--- src/rtl/divided_clock_meter_if.sv ---
// divided_clock_meter_if: enable/signal inputs and measurement results of the divided clock meter
interface divided_clock_meter_if #(parameter int W = 16);
  logic en;
  logic sig_in;
  logic [W-1:0] period;
  logic [W-1:0] high_time;
  logic valid;
  logic ovf;
  logic locked;
  modport master(output en, sig_in, input period, high_time, valid, ovf, locked);
  modport slave(input en, sig_in, output period, high_time, valid, ovf, locked);
endinterface

--- src/rtl/divided_clock_meter.sv ---
// divided_clock_meter: measures period and high time of a clk-synchronous strobe, rise to rise
module divided_clock_meter #(parameter int W = 16) (
  input logic clk,
  input logic rst,
  divided_clock_meter_if.slave m
);
  typedef enum logic {IDLE, MEAS} state_t;
  state_t state_q, state_d;
  logic sig_d_q;
  logic [W-1:0] per_cnt_q, per_cnt_d, hi_cnt_q, hi_cnt_d, period_q, period_d, high_q, high_d;
  logic valid_q, valid_d, ovf_q, ovf_d;
  logic rise, sat, meas, start, close, inc;
  assign rise = m.sig_in & ~sig_d_q;
  assign sat = &per_cnt_q;
  assign meas = state_q == MEAS;
  assign start = m.en & rise;
  assign close = meas & start;
  assign inc = meas & m.en & ~rise & ~sat;
  always_ff @(posedge clk) begin
    if (rst) begin
      state_q <= IDLE;
      sig_d_q <= 1'b1;
      per_cnt_q <= '0;
      hi_cnt_q <= '0;
      period_q <= '0;
      high_q <= '0;
      valid_q <= 1'b0;
      ovf_q <= 1'b0;
    end else begin
      state_q <= state_d;
      sig_d_q <= m.sig_in;
      per_cnt_q <= per_cnt_d;
      hi_cnt_q <= hi_cnt_d;
      period_q <= period_d;
      high_q <= high_d;
      valid_q <= valid_d;
      ovf_q <= ovf_d;
    end
  end
  // disable beats a coincident rise; saturation only ends a measurement when no rise closes it
  always_comb begin
    state_d = state_q;
    if (!meas) state_d = start ? MEAS : IDLE;
    else state_d = !m.en ? IDLE : rise ? MEAS : sat ? IDLE : MEAS;
  end
  always_comb begin
    per_cnt_d = start ? W'(1) : inc ? per_cnt_q + W'(1) : per_cnt_q;
    hi_cnt_d = start ? W'(1) : inc ? hi_cnt_q + W'(m.sig_in) : hi_cnt_q;
    period_d = close ? per_cnt_q : period_q;
    high_d = close ? hi_cnt_q : high_q;
    valid_d = close;
    ovf_d = meas & m.en & ~rise & sat;
  end
  assign m.period = period_q;
  assign m.high_time = high_q;
  assign m.valid = valid_q;
  assign m.ovf = ovf_q;
  assign m.locked = meas;
endmodule

--- src/flat_wrapper.sv ---
// flat-port wrapper written by rule: the top's interface ports become plain ports
module divided_clock_meter_flat 
#(parameter int W = 16)
  (clk, rst, m_en, m_sig_in, m_period, m_high_time, m_valid, m_ovf, m_locked);
  divided_clock_meter_if #(.W(W)) m_i ();
  input logic clk;
  input logic rst;
  input wire logic [$bits(m_i.en)-1:0] m_en;
  input wire logic [$bits(m_i.sig_in)-1:0] m_sig_in;
  output wire logic [$bits(m_i.period)-1:0] m_period;
  output wire logic [$bits(m_i.high_time)-1:0] m_high_time;
  output wire logic [$bits(m_i.valid)-1:0] m_valid;
  output wire logic [$bits(m_i.ovf)-1:0] m_ovf;
  output wire logic [$bits(m_i.locked)-1:0] m_locked;
  assign m_i.en = m_en;
  assign m_i.sig_in = m_sig_in;
  assign m_period = m_i.period;
  assign m_high_time = m_i.high_time;
  assign m_valid = m_i.valid;
  assign m_ovf = m_i.ovf;
  assign m_locked = m_i.locked;
  divided_clock_meter #(.W(W)) u_core (.clk(clk), .rst(rst), .m(m_i));
endmodule
--- config.mk ---
export PLATFORM = sky130hd
export DESIGN_NAME = divided_clock_meter_flat
export DESIGN_NICKNAME = d
export VERILOG_FILES = /design/src/rtl/divided_clock_meter_if.sv /design/src/rtl/divided_clock_meter.sv /design/src/flat_wrapper.sv
export SDC_FILE = /design/constraint.sdc
export NUM_CORES = 1
export LEC_CHECK = 0
export BUFFER_PORTS_ARGS = -buffer_cell sky130_fd_sc_hd__clkbuf_2
export CAP_MARGIN = 20
export CORE_ASPECT_RATIO = 0.9
export CORE_MARGIN = 8
export CORE_UTILIZATION = 51
export CTS_CLUSTER_SIZE = 20
export DETAILED_ROUTE_END_ITERATION = 10
export PLACE_DENSITY = 0.76
export SETUP_SLACK_MARGIN = 0.1
export SYNTH_ARGS = -nofsm -noshare
export SYNTH_HDL_FRONTEND = slang
export SYNTH_SLANG_ARGS = --single-unit
--- constraint.sdc ---
create_clock -name clk -period 2 [get_ports clk]
set_clock_uncertainty 0.05 [all_clocks]
set_input_delay 0.1 -clock clk [delete_from_list [all_inputs] [get_ports clk]]
set_output_delay 0.1 -clock clk [all_outputs]
set_load 0.1 [all_outputs]
==> summary.md <==
| Metric | Value |
|---|---|
| Status | `completed` |
| Worst VDD drop | `between 0.5 and 0.6 mV` |
| Synth Register Bits | `68` |
| Reg clk slew, reported paths | `0.07 ns` |
| Diode count | `0` |
| PwrDens | `735 mW/mm²` |
| Area leader, netlist | `dfxtp_1` |
| WHS Path Cells | `3` |
| Area Overhead vs Synth | `24.5%` |
| Final WL | `7.20 mm` |
| First-pass GRT wire length | `11.6 mm` |
| Worst setup margin | `0.0847 ns` |
| Initial Utilization | `51.7%` |
| Critical Path AT | `2.07 ns` |
| Clock Latency Late Sink | `0.34 ns` |
| H-tree depth | `3` |
| Sequential fraction of the synthesis area | `47.0%` |
| Crit path max-delay family | `simple AND/OR/NAND/NOR gates` |
| Largest net degree at the start of global routing | `34` |
| FMAX | `around 0.52 GHz` |
| Slowest Stage Delay on Critical Path | `slightly below 0.5 ns` |
| TritonCTS Buffers | `9` |
| Slew Viols, Final | `0` |
| Slew @ Worst Pin | `0.574 ns` |
| Rows | `26` |
| Die width | `95.4 µm` |
| Post-route setup TNS | `0 ns` |
| Die area | `roughly 0.0083 mm²` |
| PortBufs | `38` |
| Share of post-route cells with drive strength above 1 | `25.3%` |
| CP Depth | `6` |
| Post-route design area | `0.00360 mm²` |
| Vias in the first global route | `approximately 2500` |
| Unrepaired setup endpoints after global routing | `true` |
| Int Pwr | `0.00208 W` |
| Switching Fraction | `21.6%` |
| Core area | `between 0.005 and 0.006 mm²` |
| Crit path cell chain | `ha_4 > nand2_2 > or4_4 > buf_4 > o31ai_2 > a21oi_2` |
| Residual DRC | `0` |
| Syn Inst Count | `353` |
| Remaining antenna violation count after routing | `0` |
| WL/cell | `15.2 µm` |
| Root Buffer | `clkbuf_8` |
| Post-DP Area | `0.00325 mm²` |
| Slowest CP cell | `or4_4` |
| Final worst path period need | `1.92 ns` |
| Post-synth net total | `360` |
| Synth top area share | `47.0%` |
| R2r worst-path depth | `6` |
| Yosys warning total | `0` |
| Synth area leaders | `dfxtp_1 47%, a21oi_1 10%, nand2_1 10%` |
| Pleak | `1.21 nW` |
| Final #Nets | `405` |
| Die height | `87.5 µm` |
| Number of synthesized flops with an enable pin | `0` |
| Worst-case clock buffer depth | `2` |
| Primary FF master, synth | `dfxtp_1` |
| Seq pwr share | `51.3%` |
| Final hold vios | `0` |
| Post-DP HPWL | `4.78 mm` |
| Element type at the critical path end | `flip-flop` |
| Placer Congestion | `0.818` |
| Yosys cell types | `33` |
| Drt first-iter violations | `138` |
| Power, Total | `0.00265 W` |
| Clock sink total | `68` |
| CTS tree | `yes` |
| Vias | `between 2000 and 3000` |
| Max Cap Viol | `0` |
| Fraction of registers with async set or reset after synthesis | `0%` |
| TritonRoute pass-1 iters | `4` |
| Setup CP Type | `reg2reg` |
| DR vias/cell | `a little under 6` |
| Initial antenna violation count | `0` |
| GRT Resource Usage Total | `17.6%` |
| Gate power share | `2.6%` |
| Fin crit share | `95.8%` |
| Clock power frac | `46.2%` |
| Min-delay worst type | `in2reg` |
| # IOs | `39` |
| Beginning of the worst hold path | `rst` |
| Worst setup SP type | `flip-flop` |
| Buf/Inv on CP | `1` |
| Mapped cell area | `0.00289 mm²` |
| Slew headroom | `61.7%` |
| DP Worst Slack | `approximately 0.07 ns` |
| Critical path launch point | `u_core.hi_cnt_q[1]$_SDFFE_PP0P_` |
| Final setup fails | `0` |
| Total gr overflow | `0` |
| Crit path max fanout | `7` |
| Sw Pwr | `between 0.0005 and 0.0006 W` |
| FF-to-FF Start | `u_core.hi_cnt_q[1]$_SDFFE_PP0P_` |
| Syn_area_per_cell | `about 8 µm²` |
| Required time worst endpoint | `2.15 ns` |
## metal layers
layer	vias up	global-route usage [%]	routed length [µm]	part of all wire [%]
met5	-	0	0	0
met4	0	6.28	97	1.3
met3	7	5.95	569	7.9
met2	88	27.6	3330	46
met1	1297	21.9	3210	45
li1	1377	-	-	-
## worst register-to-register path, delay by kind of cell, from the launching register on
family	cells	cell delay, ns
AND/OR/NAND/NOR	2	0.54
buffers and inverters	1	0.17
AO/OA/AOI/OAI	2	0.33
flip-flops	1	0.48
adder cells (fa/ha/maj)	1	0.20
## cells in the mapped netlist (all sizes together) (3+ instances only)
cell type  instances
nand2             78
dfxtp             68
a21oi             60
or4               24
o31ai             22
clkbuf            18
nand3             16
buf                7
nor2               7
and4               6
nand4              6
inv                5
nor3               4
or3                4
ha                 3
mux2i              3
nor4               3
o21ai              3
## cells by family (layout without fill, tap and decap cells)
group / after synthesis / count (layout) / share of synthesized area, %
and+or+nand+nor: 158 / 158 / 28.2
AOI/OAI and AO/OA: 91 / 91 / 18.2
DFF: 68 / 68 / 47.0
buffers and inverters: 30 / 80 / 4.19
adders and majority gates: 3 / 3 / 1.30
muxes: 3 / 3 / 1.04
## timing repair
action                                 in CTS  in global routing
resized for setup                           1                 15
pin swaps                                   1                  4
setup endpoints to repair                  11                 15
buffers inserted                            2                  4
cloned                                      0                  1
hold buffers                                1                  0
endpoints found under the hold margin       1                  0
## cells in the final DEF (no fill, tap or decap), types with 2 or more instances in the layout
cell,instances
nand3_1,15
o31ai_2,3
o21ai_0,3
nand4_1,6
and4_1,4
buf_4,17
a21oi_1,57
and3_1,2
or4_1,18
ha_4,3
nor2_1,6
a21oi_2,3
dfxtp_1,63
inv_1,5
or4_4,6
nor4_1,3
or3_1,4
clkbuf_8,9
or2_2,2
nand2_1,76
and4_4,2
bufinv_16,2
dfxtp_4,3
dfxtp_2,2
o31ai_1,19
mux2i_1,3
nor3_1,4
o21a_1,2
o41ai_1,2
clkbuf_2,38
## area by class of cell
class                      instances  area [µm²]
clock buffer                      10         128
clock inverter                     6        87.6
fill                             463        1990
inverter                           5        18.8
multi-input combinational        255        1520
sequential                        68        1380
tap                               70        87.6
timing repair buffer              59         384
## state kept, by name, summed over array words and instances (netlist names)
name                count
u_core.m.ovf            1
u_core.m.period        16
u_core.m.valid          1
u_core.per_cnt_q       16
u_core.hi_cnt_q        16
u_core.sig_d_q          1
u_core.m.locked         1
u_core.m.high_time     16
## final timing paths
check | end | slack, ns
worst max-delay path | u_core.hi_cnt_q[14]$_SDFFE_PP0P_ | 0.08
worst max register to register | u_core.hi_cnt_q[14]$_SDFFE_PP0P_ | 0.08
worst min register to register | u_core.m.high_time[4]$_SDFFE_PP0P_ | 0.40
worst min-delay path | u_core.m.period[13]$_SDFFE_PP0P_ | 0.17
## power groups by stage
stage          registers (W)  logic (W)  clock network (W)
2_1_floorplan        0.00140  0.0000389                  0
3_3_place_gp         0.00139  0.0000640                  0
3_5_place_dp         0.00139  0.0000655                  0
4_1_cts              0.00136  0.0000670            0.00124
5_1_grt              0.00136  0.0000744            0.00131
6_report             0.00136  0.0000680            0.00122
## metrics by stage
| stage | hold WS (ns) | utilization [%] | std cells |
|---|---|---|---|
| 2_1_floorplan | 0.157 | - | 353 |
| 3_5_place_dp | 0.344 | 58.1 | 449 |
| 6_report | 0.168 | 64.4 | 473 |
| 4_1_cts | 0.163 | 62.5 | 468 |
| 3_3_place_gp | 0.334 | 58.1 | 449 |
| 5_1_grt | 0.179 | 64.4 | 473 |
No activity file was read; power rests on OpenSTA's default activity.
